--- config.mk ---
export PLATFORM = sky130hd
export DESIGN_NAME = ysyx_23060236_mul_iter
export DESIGN_NICKNAME = d
export VERILOG_FILES = /design/src/rtl/ysyx_23060236_mul_pkg.sv /design/src/rtl/ysyx_23060236_mul_step.sv /design/src/rtl/ysyx_23060236_mul_iter.sv
export SDC_FILE = /design/constraint.sdc
export NUM_CORES = 1
export LEC_CHECK = 0
export CAP_MARGIN = 20
export CORE_UTILIZATION = 35
export CTS_CLUSTER_DIAMETER = 60
export DETAILED_ROUTE_END_ITERATION = 7
export DONT_BUFFER_PORTS = 1
export GPL_ROUTABILITY_DRIVEN = 0
export REMOVE_ABC_BUFFERS = 1
export SYNTH_ARGS = -nofsm -noshare
export SYNTH_HDL_FRONTEND = slang
export SYNTH_SLANG_ARGS = --single-unit
--- constraint.sdc ---
create_clock -name clock -period 4.5 [get_ports clock]
set_input_delay 0.9 -clock clock [delete_from_list [all_inputs] [get_ports clock]]
set_output_delay 0.9 -clock clock [all_outputs]
set_load 0.03 [all_outputs]
--- src/rtl/ysyx_23060236_mul_pkg.sv ---
`default_nettype none
// ============================================================================
// Module   : ysyx_23060236_mul_pkg
// Purpose  : Shared types and constants for the iterative multiplier.
//            - mul_state_e : controller states (IDLE/CALC/SIGN/DONE)
//            - MUL_UU/MUL_SU/MUL_SS : operand sign-mode encodings for mul_sign
//            - mul_cnt_width() : width of the step counter for XLEN/STEP
// Revision : 1.0 - initial release
// ============================================================================
package ysyx_23060236_mul_pkg;

    typedef enum logic [1:0] {
        IDLE = 2'd0,
        CALC = 2'd1,
        SIGN = 2'd2,
        DONE = 2'd3
    } mul_state_e;

    // mul_sign[1] marks mul1 signed, mul_sign[0] marks mul2 signed.
    localparam logic [1:0] MUL_UU = 2'b00;
    localparam logic [1:0] MUL_SU = 2'b10;
    localparam logic [1:0] MUL_SS = 2'b11;

    // The counter must be able to hold the full step count XLEN/STEP.
    function automatic int mul_cnt_width(input int xlen, input int step);
        return $clog2(xlen / step + 1);
    endfunction

endpackage
`default_nettype wire

--- src/rtl/ysyx_23060236_mul_step.sv ---
`default_nettype none
// ============================================================================
// Module   : ysyx_23060236_mul_step
// Purpose  : One combinational shift-add step of the iterative multiplier.
//            Retires the STEP low multiplier bits of res against mcand and
//            shifts the partial product down by STEP.
// Ports    : res      in  2*XLEN  current partial product / remaining multiplier
//            mcand    in  XLEN    multiplicand magnitude
//            res_next out 2*XLEN  value of res after this step
// Revision : 1.0 - initial release
// ============================================================================
module ysyx_23060236_mul_step
    import ysyx_23060236_mul_pkg::*;
#(
    parameter int XLEN = 32,
    parameter int STEP = 1
) (
    input  logic [2*XLEN-1:0] res,
    input  logic [XLEN-1:0]   mcand,
    output logic [2*XLEN-1:0] res_next
);

    // acc = res_hi + mcand * digit; XLEN+STEP bits always suffice since
    // (2^X-1) + (2^X-1)(2^S-1) = (2^X-1)*2^S < 2^(X+S).
    logic [XLEN+STEP-1:0] w_hi_ext;
    logic [XLEN+STEP-1:0] w_mcand_ext;
    logic [XLEN+STEP-1:0] w_digit_ext;
    logic [XLEN+STEP-1:0] w_prod;
    logic [XLEN+STEP-1:0] w_acc;

    assign w_hi_ext    = {{STEP{1'b0}}, res[2*XLEN-1:XLEN]};
    assign w_mcand_ext = {{STEP{1'b0}}, mcand};
    assign w_digit_ext = {{XLEN{1'b0}}, res[STEP-1:0]};
    assign w_prod      = w_mcand_ext * w_digit_ext;
    assign w_acc       = w_hi_ext + w_prod;

    generate
        if (STEP < XLEN) begin : g_shift
            assign res_next = {w_acc, res[XLEN-1:STEP]};
        end else begin : g_full
            // Whole multiplier consumed in one step; acc is the full product.
            assign res_next = w_acc;
        end
    endgenerate

endmodule
`default_nettype wire

--- src/rtl/ysyx_23060236_mul_iter.sv ---
`default_nettype none
// ============================================================================
// Module   : ysyx_23060236_mul_iter
// Purpose  : Iterative XLEN x XLEN -> 2*XLEN multiplier retiring STEP
//            multiplier bits per cycle, with signed/unsigned operand modes,
//            output backpressure and flush. Latency XLEN/STEP+1 cycles.
// Ports    : clock, reset        clock, synchronous active-high reset
//            mul_valid/mul_ready request handshake (ready only in IDLE)
//            mul_sign[1:0]       bit1 mul1 signed, bit0 mul2 signed
//            mul1, mul2          multiplicand, multiplier
//            mul_flush           kills any in-flight or held operation
//            mul_outvalid/ready  result handshake, result held until taken
//            mul_high, mul_low   upper / lower halves of the product
// Config   : YSYX_23060236_MUL_ZERO_SKIP_EN - when defined, a zero operand
//            magnitude jumps straight to DONE with a zero product.
// Revision : 1.0 - initial release
// ============================================================================
module ysyx_23060236_mul_iter
    import ysyx_23060236_mul_pkg::*;
#(
    parameter int XLEN = 32,
    parameter int STEP = 1
) (
    input  logic            clock,
    input  logic            reset,
    input  logic            mul_valid,
    output logic            mul_ready,
    input  logic [1:0]      mul_sign,
    input  logic [XLEN-1:0] mul1,
    input  logic [XLEN-1:0] mul2,
    input  logic            mul_flush,
    output logic            mul_outvalid,
    input  logic            mul_outready,
    output logic [XLEN-1:0] mul_high,
    output logic [XLEN-1:0] mul_low
);

    localparam int c_num_steps = XLEN / STEP;
    localparam int c_cnt_w     = mul_cnt_width(XLEN, STEP);
    localparam int c_res_w     = 2 * XLEN;
    localparam logic [c_cnt_w-1:0] c_last_step = c_cnt_w'(c_num_steps - 1);

    mul_state_e          r_state;
    logic                r_ready;
    logic                r_outvalid;
    logic                r_neg;
    logic [XLEN-1:0]     r_mcand;
    logic [c_res_w-1:0]  r_res;
    logic [c_cnt_w-1:0]  r_count;

    logic                w_sign1;
    logic                w_sign2;
    logic [XLEN-1:0]     w_mag1;
    logic [XLEN-1:0]     w_mag2;
    logic [c_res_w-1:0]  w_res_next;

    // Magnitudes are taken as unsigned XLEN, so the most negative value
    // negates to itself and is still the correct magnitude.
    assign w_sign1 = mul_sign[1] & mul1[XLEN-1];
    assign w_sign2 = mul_sign[0] & mul2[XLEN-1];
    assign w_mag1  = w_sign1 ? (~mul1 + XLEN'(1)) : mul1;
    assign w_mag2  = w_sign2 ? (~mul2 + XLEN'(1)) : mul2;

    ysyx_23060236_mul_step #(
        .XLEN (XLEN),
        .STEP (STEP)
    ) u_step (
        .res      (r_res),
        .mcand    (r_mcand),
        .res_next (w_res_next)
    );

    always_ff @(posedge clock) begin
        if (reset) begin
            r_state    <= IDLE;
            r_ready    <= 1'b1;
            r_outvalid <= 1'b0;
            r_neg      <= 1'b0;
            r_mcand    <= '0;
            r_res      <= '0;
            r_count    <= '0;
        end else if (mul_flush) begin
            // Flush outranks both a same-cycle accept and output handshake.
            r_state    <= IDLE;
            r_ready    <= 1'b1;
            r_outvalid <= 1'b0;
        end else begin
            case (r_state)
                IDLE: begin
                    if (mul_valid) begin
                        r_neg   <= w_sign1 ^ w_sign2;
                        r_mcand <= w_mag1;
                        r_res   <= {{XLEN{1'b0}}, w_mag2};
                        r_count <= '0;
                        r_ready <= 1'b0;
`ifdef YSYX_23060236_MUL_ZERO_SKIP_EN
                        if ((w_mag1 == '0) || (w_mag2 == '0)) begin
                            r_res      <= '0;
                            r_state    <= DONE;
                            r_outvalid <= 1'b1;
                        end else begin
                            r_state <= CALC;
                        end
`else
                        r_state <= CALC;
`endif
                    end
                end
                CALC: begin
                    r_res   <= w_res_next;
                    r_count <= r_count + c_cnt_w'(1);
                    if (r_count == c_last_step) begin
                        r_state <= SIGN;
                    end
                end
                SIGN: begin
                    r_res      <= r_neg ? (~r_res + c_res_w'(1)) : r_res;
                    r_state    <= DONE;
                    r_outvalid <= 1'b1;
                end
                DONE: begin
                    if (mul_outready) begin
                        r_state    <= IDLE;
                        r_outvalid <= 1'b0;
                        r_ready    <= 1'b1;
                    end
                end
                default: begin
                    r_state    <= IDLE;
                    r_ready    <= 1'b1;
                    r_outvalid <= 1'b0;
                end
            endcase
        end
    end

    assign mul_ready    = r_ready;
    assign mul_outvalid = r_outvalid;
    assign mul_high     = r_res[c_res_w-1:XLEN];
    assign mul_low      = r_res[XLEN-1:0];

endmodule
`default_nettype wire
# Word level (Yosys, flattened, before mapping)
# Index checks and enable logic that the tools add are counted.
word_totals:
  word_cells: 56
  out_inout_bits: 66
  reg_bits: 107
  in_bits: 71
op_classes:
  eq_ne: 8
  reduce_logical: 12
  muxes: 16
  multipliers: 1
  bitwise: 7
  addsub: 5
ops:
  columns: ["operator", "n"]
  rows:
  - ["$pmux W64 S3", 1]
  - ["$mux W64", 2]
  - ["$add A32 B1 Y32 const B", 2]
  - ["$add A64 B1 Y64 const B", 1]
  - ["$mux W32", 2]
  - ["$not A32 Y32", 2]
  - ["$not A64 Y64", 1]
  - ["$add A32 B33 Y33", 1]
  - ["$mul A32 B1 Y33", 1]
  - ["$pmux W6 S2", 1]
  - ["$reduce_and A3 Y1", 4]
  - ["$ne A2 B2 Y1 const B", 4]
  - ["$pmux W2 S4", 1]
  - ["$add A6 B1 Y6 const B", 1]
  - ["$eq A6 B5 Y1 const B", 1]
  - ["$mux W2", 3]
  - ["$mux W6", 1]
  - ["$reduce_bool A2 Y1", 3]
  - ["$eq A2 B2 Y1 const B", 2]
  - ["$pmux W1 S2", 2]
  - ["$reduce_and A4 Y1", 1]
  - ["$mux W1", 3]
  - ["$reduce_bool A3 Y1", 1]
  - ["$and A1 B1 Y1", 2]
  - ["6 further kinds", 6]

# Depth between registers and ports, before layout
depth:
  depth_word: 5
  mapped_depth: 14
  mapped_depth_nobuf: 12

# Hierarchy
# From an unflattened synthesis, not the netlist that was laid out.
hier_totals:
  hier_cells: 1304
  hier_area_um2: 9706.8
by_module_without_submodules:
  columns: ["mod", "seq_area_each_um2", "area_per_inst_um2", "cells_each", "instances"]
  rows:
  - ["ysyx_23060236_mul_iter", 2142.1, 7278.2, 951, 1]
  - ["ysyx_23060236_mul_step", 0.0, 2428.6, 353, 1]

# Worst setup path after synthesis
# Ideal clock, no wire load.
synth_timing:
  path_type: "reg2reg"
  start: "register r_res[0]"
  end: "register r_res[63]"
  path_slack_ns: 0.900
  synth_period_minus_slack_ns: 3.600
  path_buffers: 2
  required_ns: 4.359
  stages_incl_launch_ff: 15
  t_arrival_ns: 3.459
  setup_ns: 0.141
  cell_sequence: "dfxtp_1 > buf_2 > clkbuf_1 > and2_1 > ha_1 > fa_1 > a211oi_1 > nor2_1 > o21ai_0 > o21ai_0 > a31o_2 > a221oi_1 > o21ai_0 > a311oi_1 > o221ai_1"
synth_via:
  elab_chain_cells: 4
  word_cells_on_any_way: 6
  classes_between: "2 x add/sub; 1 x mul; 2 x mux; 1 x bitwise"
synth_lines:
  columns: ["element", "line", "text"]
  rows:
  - ["start: declaration", "ysyx_23060236_mul_iter.sv:48", "logic [c_res_w-1:0] r_res;"]
  - ["start signal: assignment", "ysyx_23060236_mul_iter.sv:93", "r_res <= {{XLEN{1'b0}}, w_mag2};"]
  - ["start signal: assignment", "ysyx_23060236_mul_iter.sv:110", "r_res <= w_res_next;"]
  - ["start signal: assignment", "ysyx_23060236_mul_iter.sv:117", "r_res <= r_neg ? (~r_res + c_res_w'(1)) : r_res;"]
  - ["branches (longest 3 deep; another with $mul A32 B1 Y33)", null, null]
  - ["$pmux W64 S3 *", "ysyx_23060236_mul_iter.sv:88", "case (r_state)"]
# Every way passes the cells marked *. The select of a mux whose other input is x is not followed.
# A chain may end at the register's enable or synchronous reset.

# Worst setup path after layout
layout_timing:
  start: "register r_res[32]"
  end: "register r_res[63]"
layout_via:
  elab_chain_cells: 4
  word_cells_on_any_way: 5
  classes_between: "2 x add/sub; 2 x mux; 1 x bitwise"
layout_lines:
  columns: ["element", "line"]
  rows:
  - ["$not A64 Y64", "ysyx_23060236_mul_iter.sv:117"]
  - ["$add A64 B1 Y64", "ysyx_23060236_mul_iter.sv:117"]
  - ["$mux W64", "ysyx_23060236_mul_iter.sv:117"]
  - ["$pmux W64 S3 *", "ysyx_23060236_mul_iter.sv:88"]
# Every way passes the cells marked *; elsewhere a longest branch is shown, timed or not. The select of a mux whose other input is x is not followed.

==> metrics.txt <==
status=complete, no violations; Die Span X=about 160 um; Seq pwr share=between 40 and 50%; CP Data Required Time=between 4 and 5 ns; drt wl/cell=19.0 um; Data arrival, critical path=3.95 ns; crit path max fanout=7; Max-Cap Viols=0; Yosys cell types=67; Synth area leaders=dfxtp_1 24%, a21oi_1 6.9%, ha_1 5.8%; Mean Syn Cell Area=7.37 um2; Int Pwr=1.66 mW; transition time of the tightest slew-check pin=roughly 0.94 ns; commonest non-fill, non-tap cell in the layout=nor2_1; Seq/Total Area, Yosys=24.3%; CP max stage delay=slightly below 0.5 ns; footprint of the multi-input gates=approximately 0.0063 mm2; Setup crit start kind=register; I/O pin cnt=137; Clock Latency Late Sink=around 0.37 ns; post-DP HPWL=approximately 20 mm; largest net degree at the start of global routing=85; fin area=approximately 0.0094 mm2; Synth Instances=roughly 1,200; layout cells sized above 1=4.92%; yosys warns=0; relative slew slack=between 30% and 40%; drt via density=approximately 6; crit-path most repeated cell=o21ai_0; kind of critical path=reg2reg; top_reg_cell synth=dfxtp_1; CP max-delay cell=dfxtp_1; Antenna Cells=0; Die H=161 um; CTS HTree Levels=3; TritonCTS buffer count=9; Fin. Hold Viols=0; Slew Limit Fails=0; Max Freq=between 200 and 300 MHz; static leakage=between 3 and 4 nW; Tmin final=between 3 and 4 ns; Longest Clk Path Bufs=2; initial core utilization=around 36%; Final period util=83.0%; initial antenna violation count=0; combinational share of power=between 10% and 20%; Sw Pwr=between 0.7 and 0.8 mW; Global Route Usage Sum=between 20% and 30%; CTS tree=built; remaining global-route overflow=0; DP Area=about 0.0091 mm2; Initial DRC Count=720; Post-synth EDFFs=0; CP Cell Sequence=ha_1 > fa_1 > a211oi_1 > nor2_1 > o21ai_0 > o21ai_0 > a31o_2 > a221oi_1 > o21ai_0 > a311oi_1 > o221ai_1; CP endpoint kind=register; core area=0.0245 mm2; ANT nets after route=0; Synth top area share=24.3%; Clock transition at path regs=0.07 ns; PD cells=approximately 260 mW/mm2; worst vdd ir=approximately 0.00018 V; DRC Markers=0; fin nets=roughly 1,300; post-synthesis register bit count=roughly 110; Mapped Area=around 0.0088 mm2; FF+latch area=roughly 0.0021 mm2; row cnt=57; dpl ws=approximately 0.77 ns; Area growth syn-to-layout=6.61%; Synth area leader=dfxtp_1; Post-CTS Resized=0; cts hold-fix bufs=0; drt total wl=about 28 mm; Sum Neg Setup Slack=0 ns; Root Buffer=clkbuf_16; clock share of power=approximately 36%; PortBufs=0; Clock Skew=approximately 0.015 ns; drt first pass iters=7; most frequent cells in the layout=127 x nor2_1, 121 x a21oi_1, 107 x dfxtp_1; first-pass GRT wire length=around 45 mm; via count=approximately 8,900; post-CTS setup buffers=0; RSZ-0062 raised after global routing=false; Net Sw Frac=roughly 32%; setup ws final=around 0.77 ns; ys async rst share=0%; filler instances=about 2,600; vias in the first global route=~8,400; die area=about 0.026 mm2; HP Class=reg2reg; clock sink count=roughly 110; # setup viols final=0
## worst max-delay path, delay by kind of cell, from the launching register on
family | cells | cell delay, ns
AO/OA/AOI/OAI | 8 | 2.19
adder cells (fa/ha/maj) | 2 | 0.78
flip-flops | 1 | 0.49
AND/OR/NAND/NOR | 1 | 0.12
## path summary, 6_finish.rpt
path                             from  cells past startpoint                  endpoint  slack (ns)
max            r_res[32]$_SDFFE_PP0P_                     11    r_res[63]$_SDFFE_PP0P_        0.77
min          r_mcand[15]$_SDFFE_PP0P_                      2  r_mcand[15]$_SDFFE_PP0P_        0.44
max reg2reg    r_res[32]$_SDFFE_PP0P_                     11    r_res[63]$_SDFFE_PP0P_        0.77
min reg2reg  r_mcand[15]$_SDFFE_PP0P_                      2  r_mcand[15]$_SDFFE_PP0P_        0.44
## cell usage after synthesis, types with 4 or more instances
| cell | number |
|---|---|
| a2111oi_0 | 13 |
| a211o_1 | 8 |
| a211oi_1 | 41 |
| a21boi_0 | 5 |
| a21o_1 | 21 |
| a21oi_1 | 121 |
| a221oi_1 | 18 |
| a22oi_1 | 9 |
| a311oi_1 | 6 |
| a31o_2 | 4 |
| a31oi_1 | 15 |
| a32oi_1 | 5 |
| and2_1 | 38 |
| and3_1 | 9 |
| buf_1 | 8 |
| clkbuf_1 | 61 |
| dfxtp_1 | 107 |
| ha_1 | 41 |
| inv_1 | 26 |
| nand2_1 | 96 |
| nand2b_1 | 11 |
| nand3_1 | 19 |
| nand3b_1 | 4 |
| nand4_1 | 10 |
| nor2_1 | 128 |
| nor2b_1 | 7 |
| nor3_1 | 39 |
| nor4_1 | 22 |
| o211ai_1 | 7 |
| o21a_1 | 5 |
| o21ai_0 | 81 |
| o21bai_1 | 6 |
| o22ai_1 | 11 |
| o31ai_1 | 14 |
| o41ai_1 | 8 |
| or2_2 | 7 |
| or3_1 | 20 |
| or4_1 | 7 |
| xnor2_1 | 49 |
| xor2_1 | 50 |
## routing by layer
layer,routed length [um],vias up,part of all wire [%],track usage [%]
met5,0,-,0,0
met4,622,0,2.2,7.38
met3,2300,36,8.2,5.50
met2,12900,316,46,35.4
met1,12300,4159,44,27.6
li1,-,4353,-,-
## flip-flops by register name, summed over array words and instances, names as in the netlist
signal	count
mul_outvalid	1
mul_ready	1
r_count	6
r_mcand	32
r_neg	1
r_res	64
r_state	2
## stage by stage
step	power (mW)	instances	hold slack, ns	utilization, %
floorplan	1.44	1127	0.421	-
global placement	1.57	1467	0.430	37.1
detailed placement	1.58	1467	0.439	37.1
CTS	2.47	1482	0.447	38.4
global route	2.57	1482	0.461	38.4
finish	2.45	1482	0.442	38.4
## power groups by stage
| stage | sequential [mW] | clock (mW) | combinational [mW] |
|---|---|---|---|
| finish | 1.13 | 0.891 | 0.433 |
| CTS | 1.13 | 0.914 | 0.430 |
| floorplan | 1.13 | 0 | 0.319 |
| global route | 1.14 | 0.949 | 0.483 |
| detailed placement | 1.15 | 0 | 0.429 |
| global placement | 1.15 | 0 | 0.422 |
## area by class of cell
cell class / instances / area share (%)
Clock buffer: 10 / 2.43
Clock inverter: 5 / 0.931
Inverter: 26 / 1.04
Multi-Input combinational cell: 994 / 67.3
Sequential cell: 107 / 22.8
Tap cell: 324 / 4.31
Timing Repair Buffer: 16 / 1.28
## logic make-up after synthesis
kind of cell	after synthesis	share of synthesized area, %
simple gates	434	24.7
flops	107	24.3
buf+inv	97	4.15
compound gates	418	30.9
xor+xnor	99	9.82
mux	1	0.113
fa+ha+maj	42	6.04
No activity file was read; power rests on OpenSTA's default activity.
